`src/rtl/fetch_unit.sv`:
```
// fetch_unit: RV32I instruction fetch front end.
// Owns the PC and issues in-order word fetches to instruction memory. Returned
// instructions are buffered for decode. A redirect from execute flushes all
// wrong-path state and restarts fetch at the new target.
// Ports:
//   clk, rst                  clock, synchronous active-high reset
//   imem_req_valid/ready/addr fetch request channel (addr word aligned)
//   imem_rsp_valid/data       in-order responses, no backpressure
//   if_valid/ready/pc/instr   instruction handoff to decode
//   redirect_valid/target     taken branch/jump from execute
module fetch_unit #(
  parameter logic [31:0] RESET_PC = 32'h0000_0000,
  parameter int unsigned DEPTH    = 2
) (
  input  logic        clk,
  input  logic        rst,
  output logic        imem_req_valid,
  input  logic        imem_req_ready,
  output logic [31:0] imem_req_addr,
  input  logic        imem_rsp_valid,
  input  logic [31:0] imem_rsp_data,
  output logic        if_valid,
  input  logic        if_ready,
  output logic [31:0] if_pc,
  output logic [31:0] if_instr,
  input  logic        redirect_valid,
  input  logic [31:0] redirect_target
);

  localparam int unsigned PW = $clog2(DEPTH);      // queue pointer width
  localparam int unsigned CW = $clog2(DEPTH + 1);  // count width, 0..DEPTH
  localparam int unsigned OW = CW + 1;             // inflight + ob_count

  logic [31:0]   r_pc;
  logic [31:0]   r_aq [DEPTH];
  logic [PW-1:0] r_aq_wp;
  logic [PW-1:0] r_aq_rp;
  logic [31:0]   r_ob_pc [DEPTH];
  logic [31:0]   r_ob_instr [DEPTH];
  logic [PW-1:0] r_ob_wp;
  logic [PW-1:0] r_ob_rp;
  logic [CW-1:0] r_ob_cnt;
  logic [CW-1:0] r_inflight;
  logic [CW-1:0] r_drop_cnt;

  logic [OW-1:0] w_occ;
  logic          w_has_room;
  logic          w_ob_empty;
  logic          w_issue;
  logic          w_drop;
  logic          w_keep;
  logic          w_pop;

  // Stale in-flight requests still occupy capacity, so the buffer can never
  // overflow even when responses return back to back.
  assign w_occ      = OW'(r_inflight) + OW'(r_ob_cnt);
  assign w_has_room = w_occ < OW'(DEPTH);
  assign w_ob_empty = (r_ob_cnt == '0);

  assign imem_req_valid = !rst && !redirect_valid && w_has_room;
  assign imem_req_addr  = r_pc;

  assign if_valid = !rst && !w_ob_empty && !redirect_valid;
  assign if_pc    = w_ob_empty ? 32'h0 : r_ob_pc[r_ob_rp];
  assign if_instr = w_ob_empty ? 32'h0 : r_ob_instr[r_ob_rp];

  assign w_issue = imem_req_valid && imem_req_ready;
  assign w_drop  = imem_rsp_valid && (r_drop_cnt != '0);
  // A response landing in a redirect cycle belongs to the wrong path.
  assign w_keep  = !rst && imem_rsp_valid && (r_drop_cnt == '0) && !redirect_valid;
  assign w_pop   = if_valid && if_ready;

  // Control state: PC, queue pointers and counters.
  always_ff @(posedge clk) begin
    if (rst) begin
      r_pc       <= RESET_PC;
      r_aq_wp    <= '0;
      r_aq_rp    <= '0;
      r_ob_wp    <= '0;
      r_ob_rp    <= '0;
      r_ob_cnt   <= '0;
      r_inflight <= '0;
      r_drop_cnt <= '0;
    end else if (redirect_valid) begin
      r_pc       <= {redirect_target[31:2], 2'b00};
      r_aq_wp    <= '0;
      r_aq_rp    <= '0;
      r_ob_wp    <= '0;
      r_ob_rp    <= '0;
      r_ob_cnt   <= '0;
      // Everything still outstanding after this cycle is wrong-path.
      r_inflight <= r_inflight - CW'(imem_rsp_valid);
      r_drop_cnt <= r_inflight - CW'(imem_rsp_valid);
    end else begin
      if (w_issue) begin
        r_pc    <= r_pc + 32'd4;
        r_aq_wp <= r_aq_wp + PW'(1);
      end
      if (w_keep) begin
        r_aq_rp <= r_aq_rp + PW'(1);
        r_ob_wp <= r_ob_wp + PW'(1);
      end
      if (w_pop) begin
        r_ob_rp <= r_ob_rp + PW'(1);
      end
      r_ob_cnt   <= r_ob_cnt + CW'(w_keep) - CW'(w_pop);
      r_inflight <= r_inflight + CW'(w_issue) - CW'(imem_rsp_valid);
      if (w_drop) begin
        r_drop_cnt <= r_drop_cnt - CW'(1);
      end
    end
  end

  // Queue storage; contents are only meaningful under the pointers above.
  always_ff @(posedge clk) begin
    if (w_issue) begin
      r_aq[r_aq_wp] <= r_pc;
    end
    if (w_keep) begin
      r_ob_pc[r_ob_wp]    <= r_aq[r_aq_rp];
      r_ob_instr[r_ob_wp] <= imem_rsp_data;
    end
  end

endmodule

```
`config.mk`:
```
export PLATFORM = sky130hd
export DESIGN_NAME = fetch_unit
export DESIGN_NICKNAME = d
export VERILOG_FILES = /design/src/rtl/fetch_unit.sv
export SDC_FILE = /design/constraint.sdc
export NUM_CORES = 1
export LEC_CHECK = 0
export ABC_AREA = 1
export CORE_MARGIN = 2
export CORE_UTILIZATION = 53
export CTS_CLUSTER_DIAMETER = 30
export CTS_CLUSTER_SIZE = 14
export DETAILED_ROUTE_END_ITERATION = 6
export GPL_TIMING_DRIVEN = 1
export PLACE_DENSITY = 0.82
export SYNTH_ARGS = -nofsm -noshare
export SYNTH_HDL_FRONTEND = slang
export SYNTH_SLANG_ARGS = --single-unit
export TNS_END_PERCENT = 20
```
`constraint.sdc`:
```
create_clock -name clk -period 4.35 [get_ports clk]
set_clock_uncertainty 0.05 [all_clocks]
set_input_delay 0.435 -clock clk [delete_from_list [all_inputs] [get_ports clk]]
set_output_delay 0.435 -clock clk [all_outputs]
set_load 0.005 [all_outputs]
```
==> results.txt, run 1 <==
H-tree depth - 2
maximum VDD drop - 0.293 mV
Setup CP Type - register to register
first-pass GRT wire length - 35200 µm
fillcell total - 1238
Post-CTS Hold Buffers - 0
RR Startpoint - r_ob_cnt[0]
Vias/cell - 5.27
clock sinks - 226
crit path from - r_ob_cnt[0]
PostCTS Resize Cnt - 0
initial antenna violation count - 0
CTS tree - yes
worst-path cell chain - nand2_1, inv_1, fa_1, nor2_1, nand3_1, nand2_1, inv_1, nand2_1, o211ai_1, nand2_1, inv_1
endpoints failing hold - 0
max cap viols - 0
logic gate share of total power - 5.4%
Required @ worst endpoint - 4700 ps
R2R Path End - imem_req_addr[6]
ranking of synthesized cells by area - edfxtp_1, nand2_1, dfxtp_1
total number of vias - 6957
fraction of layout cells with a size suffix above 1 - 12.2%
Post-synth EDFFs - 184
TritonCTS Buffers - 38
Worst EP arrival - 3590 ps
crit start category - register
post-synth top area share - 57.5%
Mean Syn Cell Area - 10.9 µm²
core area - 17900 µm²
crit path buf inv count - 3
routed len/inst - 16.6 µm
Initial DRC Count - 467
Reg power frac - 42.5%
Buffers on Ports - 161
DRC Markers - 0
NetSw - 1.19 mW
worst setup path end - imem_req_addr[6]
sequential cell area fraction in the yosys report - 66.2%
CP delay by family, top - simple AND/OR/NAND/NOR gates
CP max FO - 21
Power Internal - 4.59 mW
Slowest-stage cell, CP - nand2_1
top cells by count, synth - nand2_1, edfxtp_1, a21oi_1
WP depth - 11
IO Count - 168
Yosys reg bits - 226
max-slew violations - 0
clock tree buffer depth - 3
Worst-Margin Slew - 1090 ps
total detailed-routing wirelength - 22000 µm
drt first pass iters - 5
sequential cell area - 6370 µm²
GR Overflow Total - 0
Multi-input gate area - 2830 µm²
RSZ-0062 raised after global routing - false
Achievable Freq - 308 MHz
pwr/cell area - 452 nW/µm²
largest net degree at the start of global routing - 63
clock period minus final worst setup slack - 3240 ps
n_diodes - 0
Final setup violation count - 0
leading area contributor after synthesis - edfxtp_1
area of the mapped netlist - 9610 µm²
Die W - 139 µm
Syn Inst Count - 885
prevailing post-synth register cell - edfxtp_1
Sw Share - 20.6%
outcome - complete, no violations
yosys warns - 0
Tot GR Track Use - 22.8%
Layout area overhead - 32.9%
type of the tightest min-delay check - input pin to register
Worst Setup End Kind - register
Synth cell types - 37
Worst Reg-to-Reg Cells - 11
Worst-path clk slew - 60 ps
Detailed Place HPWL - 13600 µm
Worst slew margin - 27.2%
nets - 1139
Clk Latency, worst-skew pair - 510 ps
clock root buffer - clkbuf_16
leakage power - 4.59 nW
clock share of power - 52.2%
Post-CTS Setup Inserts - 0
fin crit share - 74.5%
std cell rows - 49
most common cell in the netlist - nand2_1
asr flop ratio synth - 0%
WHS - 469 ps
antenna-violating nets left - 0
Initial Utilization - 53.7%
gpl congestion - 0.857
Slowest Stage Delay on Critical Path - 760 ps
R2R Setup Slk - 1110 ps
TNS Setup - 0 ps
cell mode on critical path - nand2_1
Die Area - 19200 µm²
die height - 139 µm
vias in the first global route - 6967
==> worst min-delay path by stage <==
stage,startpoint,endpoint,depth (start not counted)
2_1_floorplan,r_aq_wp,r_aq_wp,2
3_3_place_gp,r_aq_rp,register,2
3_5_place_dp,r_aq_rp,register,2
4_1_cts,imem_rsp_data[16],r_ob_instr[1][16],1
5_1_grt,imem_rsp_data[11],r_ob_instr[1][11],1
6_report,redirect_target[15],imem_req_addr[15],3
==> kinds of logic after synthesis <==
family                   synth area share [%]
XOR/XNOR                                0.638
multiplexers                             3.51
other                                  0.0390
buffers and inverters                    4.75
AND/OR/NAND/NOR                          16.5
AO/OA/AOI/OAI                            7.25
flip-flops                               66.2
adder cells (fa/ha/maj)                  1.12
==> per-layer routing <==
layer,GRT usage (%),wire (µm),vias up
met2,39.2,10900,283
met3,4.59,1510,53
met1,29.2,8970,3254
li1,-,-,3367
met5,0,0,-
met4,7.50,613,0
==> stage by stage <==
step | power, mW | std cells | worst slack, ps | cell area [µm²] | utilization (%)
floorplan | 2.63 | 888 | 504 | 9620 | -
global placement | 2.78 | 1250 | 1040 | 11500 | 64.0
detailed placement | 2.80 | 1250 | 952 | 11500 | 64.0
CTS | 5.82 | 1319 | 1110 | 12800 | 71.4
global route | 5.95 | 1319 | 914 | 12800 | 71.4
finish | 5.78 | 1319 | 1110 | 12800 | 71.4
==> sequential cells by signal (all words and copies together) (netlist names), named ones only <==
signal and flops:
r_drop_cnt 2, r_aq_rp 1, r_inflight 2, r_ob_instr 64, r_aq 60, imem_req_addr 30, r_aq_wp 1, r_ob_rp 1
r_ob_wp 1, r_ob_pc 60, r_ob_cnt 2
==> power by group through the flow <==
stage | combinational (mW) | sequential (mW) | clock [mW]
4_1_cts | 0.311 | 2.45 | 3.05
2_1_floorplan | 0.151 | 2.48 | 0
5_1_grt | 0.340 | 2.46 | 3.15
6_report | 0.309 | 2.45 | 3.01
3_5_place_dp | 0.306 | 2.49 | 0
3_3_place_gp | 0.294 | 2.49 | 0
==> worst register-to-register path, cell delays in order, from the launching register on <==
cell,delay [ps]
dfxtp_1,420
nand2_1,70
inv_1,70
fa_1,420
nor2_1,120
nand3_1,450
nand2_1,760
inv_1,390
nand2_1,160
o211ai_1,100
nand2_1,90
inv_1,40
==> final cells by class <==
cell class / count / area share (%)
flip-flops and latches: 226 / 49.8
multi-input cells: 551 / 22.1
repair buffers: 171 / 13.3
clock buffers: 48 / 8.31
well taps: 229 / 2.24
inverters: 73 / 2.18
clock inverters: 21 / 1.98
==> placed cells by master (no fill, tap or decap), types with 5 or more instances in the layout <==
| cell type | count |
|---|---|
| nand2_1 | 246 |
| edfxtp_1 | 184 |
| clkdlybuf4s50_1 | 161 |
| a21oi_1 | 91 |
| inv_1 | 71 |
| nand3_1 | 44 |
| dfxtp_1 | 41 |
| clkbuf_16 | 41 |
| nor2_1 | 40 |
| mux2_2 | 30 |
| o21ai_0 | 25 |
| nor2_4 | 11 |
| buf_4 | 9 |
| nand2_2 | 8 |
| a31oi_1 | 8 |
| ha_1 | 7 |
| xor2_1 | 6 |
| clkbuf_1 | 6 |
| nor2_2 | 5 |
| o21ai_1 | 5 |
| bufinv_16 | 5 |
Power figures use the tool's default switching activity.
==> run 2: changes to the inputs <==
clock period = 3.15 ns   (was 4.35 ns; I/O delays follow)
==> run 2 against run 1 <==
Effect of this change:
- total power up 37%
- first-iteration DRC count down 2.4%
- sequential share of layout area down 0.073 points
- flip-flop and latch count unchanged
- non-clock buffer count up 4
- sequential power up 38%
- wire length up 2.9%
- largest power group unchanged
- core utilization up 0.10 points
- die area unchanged
==> results.txt, run 2 (synthesized netlist as in run 1, its figures left out) <==
endpoints failing hold - 0 (unchanged)
TritonCTS Buffers - 38 (unchanged)
routed len/inst - 17.1 µm (+2.5%)
max-slew violations - 0 (unchanged)
H-tree depth - 2 (unchanged)
M2 GR Usage - 40.1% (+0.86 points)
Worst-Margin Slew - 702 ps (-388 ps)
Vias/cell - 5.34 (+1.3%)
Worst Setup End Kind - output pin
Worst Reg-to-Reg Cells - 12 (+1)
most common cell after layout, fill and taps aside - nand2_1
maximum VDD drop - 0.468 mV (+60%)
leakage power - 4.60 nW (+0.16%)
clock root buffer - clkbuf_16
Slowest Stage Delay on Critical Path - 530 ps (-230 ps)
type of the tightest min-delay check - input pin to register
PostCTS Resize Cnt - 0 (unchanged)
n_diodes - 0 (unchanged)
GR Overflow Total - 0 (unchanged)
clock sinks - 226 (unchanged)
most frequent cells in the layout - nand2_1, edfxtp_1, clkdlybuf4s50_1
initial antenna violation count - 0 (unchanged)
WHS - 341 ps (-128 ps)
R2R Setup Slk - 620 ps (-490 ps)
CP max FO - 32 (+52%)
core area - 17900 µm² (unchanged)
crit path buf inv count - 3 (unchanged)
total number of vias - 7071 (+1.6%)
first-pass GRT wire length - 35900 µm (+2.0%)
total detailed-routing wirelength - 22600 µm (+2.9%)
met1 Use GR - 29.8% (+0.63 points)
Top Registers - r_ob_instr (64), r_aq (60), r_ob_pc (60)
Required @ worst endpoint - 2780 ps (-1920 ps)
die height - 139 µm (unchanged)
Setup CP Type - register to output pin
CTS tree - yes
grt met3 use - 4.97% (+0.38 points)
Power Internal - 6.21 mW (+35%)
Worst-path clk slew - 50 ps (about the same)
Die Area - 19200 µm² (unchanged)
Tot GR Track Use - 23.3% (+0.55 points)
logic gate share of total power - 5.5% (about the same)
clock period minus final worst setup slack - 2660 ps
Top reg by flops - r_ob_instr
Post-CTS Setup Inserts - 0 (unchanged)
Die W - 139 µm (unchanged)
Reg power frac - 42.7% (+0.2 points)
CP delay by family, top - buffers and inverters
Initial DRC Count - 456 (-2.4%)
Slowest-stage cell, CP - clkdlybuf4s50_1
layer with the highest usage - met2
largest net degree at the start of global routing - 63 (unchanged)
hold path cells - 3 (unchanged)
IO Count - 168 (unchanged)
max cap viols - 0 (unchanged)
clock share of power - 51.9% (-0.3 points)
pwr/cell area - 620 nW/µm² (+37%)
Post-CTS Hold Buffers - 0 (unchanged)
Initial Utilization - 53.7% (unchanged)
Layout area overhead - 33.1%
dpl ws - 608 ps (-344 ps)
Worst slew margin - 53.2% (+26 points)
nets - 1143 (+0.35%)
clock tree buffer depth - 3 (unchanged)
Sw Share - 21.8% (+1.2 points)
Clk Latency, worst-skew pair - 500 ps (about the same)
RSZ-0062 raised after global routing - false
Worst EP arrival - 2300 ps (-1290 ps)
drt first pass iters - 5 (unchanged)
gpl congestion - 0.861 (+0.44%)
Achievable Freq - 376 MHz
std cell rows - 49 (unchanged)
max reg flops - 64 (unchanged)
Buffers on Ports - 161 (unchanged)
NetSw - 1.73 mW (+46%)
final worst setup slack - 487 ps (-621 ps)
crit start category - register
WP depth - 5 (-6)
Detailed Place HPWL - 13800 µm (+1.7%)
worst-path cell chain - inv_2, buf_4, nand2_1, a21oi_1, clkdlybuf4s50_1
DRC Markers - 0 (unchanged)
fraction of layout cells with a size suffix above 1 - 12.9% (+0.67 points)
antenna-violating nets left - 0 (unchanged)
Final setup violation count - 0 (unchanged)
outcome - complete, no violations
fin crit share - 84.5%
vias in the first global route - 6999 (+0.46%)
==> run 2: changes by cell type in the layout (fill, tap and decap cells not counted), sizes merged <==
| cell | before | now |
|---|---|---|
| inv | 75 | 83 |
| clkbuf | 48 | 42 |
| buf | 10 | 14 |
| clkinv | 12 | 10 |
| clkinvlp | 2 | 3 |
==> run 2: area by class of cell <==
cell class              instances  area (µm²)
multi-input cells             551        2830
flip-flops and latches        226        6370
repair buffers                175        1740
clock inverters                28         325
fillers                      1225        5110
inverters                      73         279
well taps                     229         287
clock buffers                  42         966
==> run 2: power by group through the flow <==
stage | Combinational [mW] | Sequential [mW] | Clock (mW)
6_report | 0.434 | 3.39 | 4.12
3_3_place_gp | 0.410 | 3.44 | 0
5_1_grt | 0.474 | 3.40 | 4.31
4_1_cts | 0.434 | 3.39 | 4.18
2_1_floorplan | 0.208 | 3.43 | 0
3_5_place_dp | 0.425 | 3.44 | 0
==> run 2: layer usage <==
metal / wire length, µm / share of wire, %
met1: 9280 / 41
met2: 11300 / 50
met3: 1530 / 6.8
met4: 470 / 2.1
met5: 0 / 0
==> run 2: worst paths after layout <==
kind	to	start
max	if_instr[18]	register
min	imem_req_addr[3]	redirect_target[3]
max reg2reg	r_inflight[1]	r_ob_cnt[0]
min reg2reg	r_aq_rp	r_aq_rp
==> run 2: tightest hold or removal path, delay by kind of cell <==
kind            cells  cell delay [ps]
buf+inv             1              390
compound gates      1               70
simple gates        1               60
==> run 2: metrics by stage <==
step                      setup TNS [ps]  area (µm²)  util (%)  std cells  total power, mW
after CTS                              0       12800      71.5       1324             8.00
final                                  0       12800      71.5       1324             7.94
after global placement                 0       11500      64.3       1254             3.85
after global routing                   0       12800      71.5       1324             8.18
after detailed placement               0       11500      64.3       1254             3.87
after floorplan                   -80960        9620         -        888             3.63
==> run 3: changes to the inputs <==
clock period = 2.45 ns   (was 3.15 ns; I/O delays follow)
==> run 3 against run 2 <==
Effect of this change:
- final area grew 1.4%
- sequential share of layout area shrank 0.67 points
- register-to-register slack got worse by 520 ps
- final cell count up 0.68%
- first-iteration DRC count is 12% lower
- non-clock buffer count up 6
- die area unchanged
==> results.txt, run 3 (synthesized netlist as in run 1, its figures left out) <==
outcome - complete, no violations
Worst EP arrival - 2680 ps (+380 ps)
cell mode on critical path - inv_1
Required @ worst endpoint - 2780 ps (about the same)
clock sinks - 226 (unchanged)
antenna-violating nets left - 0 (unchanged)
total power - 10.3 mW (+30%)
fraction of layout cells with a size suffix above 1 - 14.0% (+1.2 points)
Post-CTS Hold Buffers - 0 (unchanged)
vias in the first global route - 7042 (+0.61%)
dpl cells - 1260 (+0.48%)
clock share of power - 52.0% (about the same)
drt first pass iters - 5 (unchanged)
RSZ-0062 raised after global routing - true
most common cell after layout, fill and taps aside - nand2_1
Die W - 139 µm (unchanged)
total detailed-routing wirelength - 22500 µm (-0.35%)
fillcell total - 1176 (-4.0%)
leakage power - 4.68 nW (+1.7%)
pwr/cell area - 793 nW/µm² (+28%)
Achievable Freq - 426 MHz
gpl congestion - 0.864 (+0.42%)
TritonCTS Buffers - 40 (+5.3%)
max cap viols - 0 (unchanged)
logic gate share of total power - 5.6% (about the same)
first-pass GRT wire length - 36200 µm (+0.61%)
placed cell areas - 11600 µm² (+1.0%)
CTS tree - yes
NetSw - 2.26 mW (+31%)
IO Count - 168 (unchanged)
worst-path cell chain - nand2_1, inv_1, fa_1, nor2_1, nand3_1, ha_1, inv_1, ha_2, xor2_1, or2_4, nand3_2, a21oi_1
total number of vias - 7054 (-0.24%)
max-slew violations - 0 (unchanged)
fin crit share - 95.8%
Setup CP Type - register to register
crit start category - register
routed len/inst - 16.9 µm (-1.0%)
Post-CTS Setup Inserts - 0 (unchanged)
Initial Utilization - 53.7% (unchanged)
CP max FO - 3 (-91%)
Top Registers - r_ob_instr (64), r_aq (60), r_ob_pc (60)
DRC Markers - 0 (unchanged)
clock period minus final worst setup slack - 2350 ps
initial antenna violation count - 0 (unchanged)
clock root buffer - clkbuf_16
Power Internal - 8.03 mW (+29%)
Buffers on Ports - 161 (unchanged)
Final Util - 72.5% (+1.0 points)
GR Overflow Total - 0 (unchanged)
Worst-path clk slew - 50 ps (about the same)
most frequent cells in the layout - nand2_1, edfxtp_1, clkdlybuf4s50_1
Top reg by flops - r_ob_instr
Slowest-stage cell, CP - fa_1
H-tree depth - 2 (unchanged)
TNS Setup - 0 ps (unchanged)
Initial DRC Count - 402 (-12%)
Detailed Place HPWL - 13900 µm (+0.32%)
sequential cell area - 6370 µm² (about the same)
endpoints failing hold - 0 (unchanged)
Final setup violation count - 0 (unchanged)
max reg flops - 64 (unchanged)
CP delay by family, top - adder cells
Slowest Stage Delay on Critical Path - 500 ps (-30 ps)
core area - 17900 µm² (unchanged)
Reg power frac - 42.4% (-0.3 points)
final instance area - 13000 µm² (+1.4%)
clock tree buffer depth - 3 (unchanged)
Non-Filler Instances - 1333 (+0.68%)
die height - 139 µm (unchanged)
type of the tightest min-delay check - input pin to register
Vias/cell - 5.29 (-0.91%)
n_diodes - 0 (unchanged)
crit path buf inv count - 2 (-1)
Die Area - 19200 µm² (unchanged)
largest net degree at the start of global routing - 63 (unchanged)
nets - 1151 (+0.70%)
Clk Latency, worst-skew pair - 510 ps (about the same)
Layout area overhead - 35.0%
maximum VDD drop - 0.798 mV (+70%)
Multi-input gate area - 2840 µm² (+0.53%)
std cell rows - 49 (unchanged)
Sw Share - 22.0% (+0.18 points)
Tot GR Track Use - 23.5% (+0.12 points)
Worst Setup End Kind - register
run 3: changes by cell type in the layout (fill, tap and decap cells not counted), sizes merged:
cell           before  now
dlygate4sd2         0    1
buf                14   20
inv                83   81
clkdlybuf4s50     161  160
bufinv              5    3
clkinvlp            3    5
clkbuf             42   47
run 3: final cells by class:
class	instances	area share, %
Clock buffer	47	8.16
Tap cell	229	2.21
Inverter	73	2.15
Timing Repair Buffer	181	14.4
Sequential cell	226	49.1
Clock inverter	26	2.07
Multi-Input combinational cell	551	21.9
run 3: final timing paths:
check	from	end	slack [ps]	cells past startpoint
worst min register to register	r_aq_rp	r_aq_rp	470	2
worst min-delay path	imem_rsp_data[24]	r_ob_instr[1][24]	270	1
worst max register to register	r_inflight[0]	r_inflight[1]	100	12
worst max-delay path	r_inflight[0]	r_inflight[1]	100	12
run 3: power by group through the flow:
| stage | combinational [mW] | clock, mW | sequential, mW |
|---|---|---|---|
| 2_1_floorplan | 0.269 | 0 | 4.40 |
| 3_3_place_gp | 0.541 | 0 | 4.42 |
| 3_5_place_dp | 0.561 | 0 | 4.42 |
| 4_1_cts | 0.572 | 5.44 | 4.36 |
| 5_1_grt | 0.633 | 5.62 | 4.37 |
| 6_report | 0.577 | 5.35 | 4.36 |
run 3: through the flow:
stage	worst slack [ps]	hold WS, ps
2_1_floorplan	-343	294
3_3_place_gp	137	416
3_5_place_dp	51.1	440
4_1_cts	9.04	247
5_1_grt	-31.9	259
6_report	104	271
run 3: routing by layer:
layer	part of all wire [%]	GRT usage (%)
met5	0	0
met4	2.6	9.04
met3	5.9	4.01
met2	50	40.0
met1	42	30.3
run 3: timing repair:
action	4_1_cts	5_1_grt
pin swaps	0	4
resized for setup	3	6
endpoints found under the hold margin	0	0
endpoints found under the setup margin	1	17
